===== src/rtl/uart_tx16_if.sv =====
// uart_tx16_if: word handshake between the senone send stage (master) and the
// 16-bit UART transmitter (slave). Clock and reset are plain ports on the
// modules, not members of this interface.
interface uart_tx16_if;
   logic [15:0] tx_value;    // word to send, two's complement
   logic        start_tx;    // request to send tx_value
   logic        uart_ready;  // transmitter idle and able to take a word

   // Upstream stage: offers words and watches ready to pace its reads
   modport master (
      output tx_value,
      output start_tx,
      input  uart_ready
   );

   // Transmitter side
   modport slave (
      input  tx_value,
      input  start_tx,
      output uart_ready
   );
endinterface


===== src/rtl/uart_tx16.sv =====
// uart_tx16: serialises one 16-bit word as two back-to-back UART frames
// (start, 8 data bits LSB first, stop) on a registered TX line.
// Optional even-parity bit per frame when the macro UART_TX16_PARITY_EN is
// defined; ports are identical in both builds.
module uart_tx16 #(
   parameter int CLKS_PER_BIT = 434,   // clock cycles per bit, 2..65535
   parameter bit MSB_FIRST    = 1'b1   // 1: high byte first, 0: low byte first
) (
   input  logic        clk,
   input  logic        reset,
   uart_tx16_if.slave  bus,
   output logic        tx,
   output logic        tx_busy,
   output logic [15:0] words_sent
);

   localparam int BAUD_W = (CLKS_PER_BIT > 1) ? $clog2(CLKS_PER_BIT) : 1;
   localparam logic [BAUD_W-1:0] BAUD_LAST = BAUD_W'(CLKS_PER_BIT - 1);

`ifdef UART_TX16_PARITY_EN
   typedef enum logic [2:0] {
      ST_IDLE   = 3'd0,
      ST_START  = 3'd1,
      ST_DATA   = 3'd2,
      ST_PARITY = 3'd3,
      ST_STOP   = 3'd4
   } state_t;
`else
   typedef enum logic [2:0] {
      ST_IDLE   = 3'd0,
      ST_START  = 3'd1,
      ST_DATA   = 3'd2,
      ST_STOP   = 3'd4
   } state_t;
`endif

   state_t              state_q, state_d;
   logic [BAUD_W-1:0]   baud_q, baud_d;
   logic [2:0]          bit_q, bit_d;
   logic                byte_idx_q, byte_idx_d;
   // Low byte is the frame being shifted out; high byte holds the byte that
   // follows, so the whole accepted word lives in this one register.
   logic [15:0]         shift_q, shift_d;
   logic [15:0]         words_q, words_d;
   logic                tx_q, tx_d;
`ifdef UART_TX16_PARITY_EN
   logic                parity_q, parity_d;
`endif

   logic                baud_tick;

   assign baud_tick = (baud_q == BAUD_LAST);

   // State and datapath registers, including the registered TX line
   always_ff @(posedge clk) begin
      if (reset) begin
         state_q    <= ST_IDLE;
         baud_q     <= '0;
         bit_q      <= '0;
         byte_idx_q <= 1'b0;
         shift_q    <= '0;
         words_q    <= '0;
         tx_q       <= 1'b1;
`ifdef UART_TX16_PARITY_EN
         parity_q   <= 1'b0;
`endif
      end else begin
         state_q    <= state_d;
         baud_q     <= baud_d;
         bit_q      <= bit_d;
         byte_idx_q <= byte_idx_d;
         shift_q    <= shift_d;
         words_q    <= words_d;
         tx_q       <= tx_d;
`ifdef UART_TX16_PARITY_EN
         parity_q   <= parity_d;
`endif
      end
   end

   // Next-state logic: bit timing, frame sequencing and word bookkeeping
   always_comb begin
      state_d    = state_q;
      baud_d     = baud_q;
      bit_d      = bit_q;
      byte_idx_d = byte_idx_q;
      shift_d    = shift_q;
      words_d    = words_q;
`ifdef UART_TX16_PARITY_EN
      parity_d   = parity_q;
`endif

      if (state_q != ST_IDLE) begin
         baud_d = baud_tick ? '0 : baud_q + 1'b1;
      end

      case (state_q)
         ST_IDLE: begin
            // Ready is exactly "in IDLE", so start_tx here is an acceptance
            if (bus.start_tx) begin
               state_d    = ST_START;
               baud_d     = '0;
               bit_d      = '0;
               byte_idx_d = 1'b0;
               shift_d    = MSB_FIRST ? {bus.tx_value[7:0], bus.tx_value[15:8]}
                                      : bus.tx_value;
`ifdef UART_TX16_PARITY_EN
               parity_d   = 1'b0;
`endif
            end
         end

         ST_START: begin
            if (baud_tick) begin
               state_d = ST_DATA;
               bit_d   = '0;
            end
         end

         ST_DATA: begin
            if (baud_tick) begin
               // Shift only the active byte; the queued byte stays put
               shift_d = {shift_q[15:8], 1'b0, shift_q[7:1]};
`ifdef UART_TX16_PARITY_EN
               parity_d = parity_q ^ shift_q[0];
`endif
               if (bit_q == 3'd7) begin
`ifdef UART_TX16_PARITY_EN
                  state_d = ST_PARITY;
`else
                  state_d = ST_STOP;
`endif
                  bit_d   = '0;
               end else begin
                  bit_d = bit_q + 3'd1;
               end
            end
         end

`ifdef UART_TX16_PARITY_EN
         ST_PARITY: begin
            if (baud_tick) begin
               state_d = ST_STOP;
            end
         end
`endif

         ST_STOP: begin
            if (baud_tick) begin
               if (!byte_idx_q) begin
                  // Second frame follows the stop bit with no idle gap
                  shift_d    = {8'h00, shift_q[15:8]};
                  byte_idx_d = 1'b1;
                  state_d    = ST_START;
`ifdef UART_TX16_PARITY_EN
                  parity_d   = 1'b0;
`endif
               end else begin
                  words_d    = words_q + 16'd1;
                  byte_idx_d = 1'b0;
                  state_d    = ST_IDLE;
               end
            end
         end

         default: begin
            state_d = ST_IDLE;
         end
      endcase
   end

   // Outputs: TX level is decoded from the upcoming state so it can be
   // registered and still show the start bit on the cycle after acceptance
   always_comb begin
      tx_d = 1'b1;
      case (state_d)
         ST_START:  tx_d = 1'b0;
         ST_DATA:   tx_d = shift_d[0];
`ifdef UART_TX16_PARITY_EN
         ST_PARITY: tx_d = parity_d;
`endif
         default:   tx_d = 1'b1;
      endcase
      bus.uart_ready = (state_q == ST_IDLE);
      tx_busy        = (state_q != ST_IDLE);
   end

   assign tx         = tx_q;
   assign words_sent = words_q;

endmodule


===== src/flat_wrapper.sv =====
// flat-port wrapper written by rule: the top's interface ports become plain ports
module uart_tx16_flat 
#(
   parameter int CLKS_PER_BIT = 434,                                    
   parameter bit MSB_FIRST    = 1'b1                                           
)
  (clk, reset, tx, tx_busy, words_sent, bus_tx_value, bus_start_tx, bus_uart_ready);
  uart_tx16_if bus_i ();
  input  logic clk;
  input  logic reset;
  output logic tx;
  output logic tx_busy;
  output logic [15:0] words_sent;
  input wire logic [$bits(bus_i.tx_value)-1:0] bus_tx_value;
  input wire logic [$bits(bus_i.start_tx)-1:0] bus_start_tx;
  output wire logic [$bits(bus_i.uart_ready)-1:0] bus_uart_ready;
  assign bus_i.tx_value = bus_tx_value;
  assign bus_i.start_tx = bus_start_tx;
  assign bus_uart_ready = bus_i.uart_ready;
  uart_tx16 #(.CLKS_PER_BIT(CLKS_PER_BIT), .MSB_FIRST(MSB_FIRST)) u_core (.clk(clk), .reset(reset), .bus(bus_i), .tx(tx), .tx_busy(tx_busy), .words_sent(words_sent));
endmodule

===== config.mk =====
export PLATFORM = sky130hd
export DESIGN_NAME = uart_tx16_flat
export DESIGN_NICKNAME = d
export VERILOG_FILES = /design/src/rtl/uart_tx16_if.sv /design/src/rtl/uart_tx16.sv /design/src/flat_wrapper.sv
export SDC_FILE = /design/constraint.sdc
export NUM_CORES = 1
export LEC_CHECK = 0
export ABC_AREA = 1
export CAP_MARGIN = 15
export CORE_MARGIN = 5
export CORE_UTILIZATION = 40
export CTS_CLUSTER_DIAMETER = 30
export DETAILED_ROUTE_END_ITERATION = 8
export SYNTH_ARGS = -nofsm -noshare
export SYNTH_HDL_FRONTEND = slang
export SYNTH_SLANG_ARGS = --single-unit

===== constraint.sdc =====
create_clock -name clk -period 1.5 [get_ports clk]
set_input_delay 0.3 -clock clk [delete_from_list [all_inputs] [get_ports clk]]
set_output_delay 0.3 -clock clk [all_outputs]
set_load 0.005 [all_outputs]

==> out/results.txt <==
Cell type with the largest total area after synthesis: dfxtp_1
Drt pass-1 iters: 4
Seq pwr share: 46.4%
Startpoint types: flip-flop
Cts hold-fix bufs: 0
Leak: 0.00174 uW
TritonCTS Buffers: 5
Yosys reg bits: 49
CP Class: flip-flop to flip-flop
FP Rows: 30
Power density cells: 736 mW/mm^2
Syn Area/Cell: 6.86 sq um
Hold Path Stages: 2
Final HPWL DP: 4.76 mm
Initial Util: 40.9%
Pre-CTS WS: -0.148 ns
Clock Path Buffers: 2
Worst-Margin Slew: 0.324 ns
Clk Latency, worst-skew pair: 0.31 ns
Sequential cell area: 0.00103 sq mm
CTS tree: built
Async set or reset register ratio after synthesis: 0%
Fmax: 659 MHz
Largest net degree at the start of global routing: 17
Number of port buffers: 37
Worst EP arrival: 1.75 ns
TNS Setup: -0.0402 ns
DRT Wirelength: 7.32 mm
H-tree depth: 2
Vias in the first global route: 2640
Fin Clk Skew: 0.0115 ns
Sequential area share after synthesis: 35.3%
Syn_nets: 429
Final core occ: 58.6%
Multi-input gate area: 0.00171 sq mm
Final Power: 2930 uW
Initial antenna violation count: 0
Post-DRT Antenna Nets: 0
R2r worst-path depth: 10
Post-synthesis simple-gate area fraction: 41.8%
Worst VDD drop: 0.379 mV
Clock slew at reported path FFs: 0.10 ns
Net Sw Frac: 24.9%
Status: finished with violations
Total grt overflow: 0
Adder-Cell Fraction of Synth Area: 2.25%
Clock sink count: 49
Starting DRT DRC Count: 153
Clock power frac: 39.2%
Yosys top cell area share: 35.3%
Worst hold path type: flip-flop to flip-flop
Design Area, Final: 0.00398 sq mm
Via count: 2788
DR WL/cell: 12.4 microns
Violated checks: setup timing
First-pass GRT wire length: 12.2 mm
GP Congestion: 0.812
# setup viols final: 4
Main flop type after synthesis: dfxtp_1
Post-synth EDFFs: 0
Final Max Tran Viols: 0
Cell count after synthesis: 405
N_diodes: 0
Ratio of cells with drive above 1 in the final layout: 32.1%
Critical Path RT: 1.73 ns
Final period utilization: 101%
Distinct cells, synth: 35
Logic pwr share: 14.4%
Mapped cell area: 0.00278 sq mm
Die H: 93.3 microns
Post-synthesis mux area share: 0%
IO Pins: 38
DIE WIDTH: 93.3 microns
RSZ-0062 raised after global routing: yes
Critical path fanouts, max: 6
Fin. Hold Viols: 0
Core Area: 0.00679 sq mm
Minimum clock period: 1.52 ns
Via/cell ratio: 4.72
Area contributors post-synth: dfxtp_1 35%, nand2_1 16%, nand3_1 7.9%
Largest family of logic cells by synthesized area: simple AND/OR/NAND/NOR gates
Area delta synth->final: 43.3%
Int Power: 2200 uW
Root Buffer: clkbuf_8
Worst setup margin: -0.0169 ns
XOR/XNOR share of the synthesized area: 3.15%
Max cap viols: 0
Yosys warns: 0
Synth Area in Compound Gates: 8.96%
# fillers: 639
Gr usage total: 17.3%
DIE AREA: 0.00871 sq mm
Critical Path End Type: flip-flop
DRC violations left: 0
# nets final: 518
Slew HR: 78.4%
NetSw: 730 uW
Placed Area: 0.00340 sq mm
R2R setup slack: -0.02 ns
==> cell families (layout without fill, tap and decap cells) <==
family,Yosys count,after routing
and+or+nand+nor,246,249
AOI/OAI and AO/OA,43,43
DFF,49,49
adders and majority gates,5,5
xor gates and xnor gates,10,10
buffers and inverters,52,139
==> per-stage QoR <==
stage	hold slack (ns)	cells
4_1_cts	0.479	586
5_1_grt	0.490	591
3_5_place_dp	0.471	553
2_1_floorplan	0.447	405
6_report	0.483	591
3_3_place_gp	0.468	553
==> placed cells by master (no fill, tap or decap), types with 8 or more instances in the layout <==
master and instances:
buf_6 8, nand2_1 96, nand2_2 24, a21oi_2 9, nor2_1 48, xor2_1 9
inv_2 11, a21oi_1 20, clkdlybuf4s50_1 31, dfxtp_2 9, nand3_1 43, inv_1 29
dfxtp_1 29, dfxtp_4 11, buf_4 39, nor2_2 9
==> power by group through the flow <==
stage / sequential (uW) / combinational (uW) / clock, uW
finish: 1360 / 422 / 1150
global route: 1360 / 469 / 1230
CTS: 1360 / 405 / 1190
detailed placement: 1410 / 380 / 0
global placement: 1400 / 377 / 0
floorplan: 1400 / 244 / 0
==> layer usage <==
metal	vias up	wire, microns	track usage, %
met5	-	0	0
met4	0	40	4.15
met3	5	340	3.06
met2	59	3530	29.4
met1	1259	3410	22.7
li1	1465	-	-
==> synth_stat cells (2+ instances only) <==
cell type	number
nand3_1	44
nor2_2	7
o22ai_1	2
clkbuf_1	3
nor2_1	52
ha_1	5
nand4_1	4
nor2_8	3
nor3_1	4
inv_2	9
nor2_4	4
nand2_2	6
nand2_1	115
a21oi_1	26
nand2_4	2
buf_4	2
inv_1	33
xor2_1	9
o21ai_0	8
dfxtp_1	49
a21oi_2	3
buf_6	2
==> worst max-delay path: stages, from the launching register on <==
cell,delay (ns)
dfxtp_2,0.33
inv_2,0.06
ha_4,0.14
inv_2,0.03
nor2_2,0.11
nand2_2,0.10
nor2_8,0.18
nand3_4,0.18
clkinv_4,0.14
nand2_2,0.06
a21oi_2,0.12
==> state kept, by name, summed over array words and instances (netlist names) <==
name / cells
u_core.baud_q: 9
u_core.bit_q: 3
u_core.byte_idx_q: 1
u_core.shift_q: 16
u_core.state_q: 3
u_core.tx: 1
u_core.words_sent: 16
==> path summary, 6_finish.rpt <==
path | from | endpoint
setup reg to reg | u_core.baud_q[1]$_SDFF_PP0_ | u_core.words_sent[7]$_SDFFE_PP0P_
hold / removal | u_core.shift_q[0]$_SDFF_PP0_ | u_core.shift_q[0]$_SDFF_PP0_
setup / recovery | u_core.baud_q[1]$_SDFF_PP0_ | u_core.words_sent[7]$_SDFFE_PP0P_
hold reg to reg | u_core.shift_q[0]$_SDFF_PP0_ | u_core.shift_q[0]$_SDFF_PP0_
==> area by class of cell <==
cell class | count | area share [%]
Timing Repair Buffer | 87 | 20.2
Clock inverter | 3 | 1.73
Tap cell | 96 | 3.02
Multi-Input combinational cell | 307 | 42.9
Inverter | 43 | 4.31
Timing Repair inverter | 1 | 0.126
Sequential cell | 49 | 26.0
Clock buffer | 5 | 1.73
==> timing repair <==
item,4_1_cts,5_1_grt
setup endpoints to repair,43,43
resized for setup,59,35
setup buffers,21,5
cloned,4,0
pin swaps,13,7
Power figures use the tool's default switching activity.
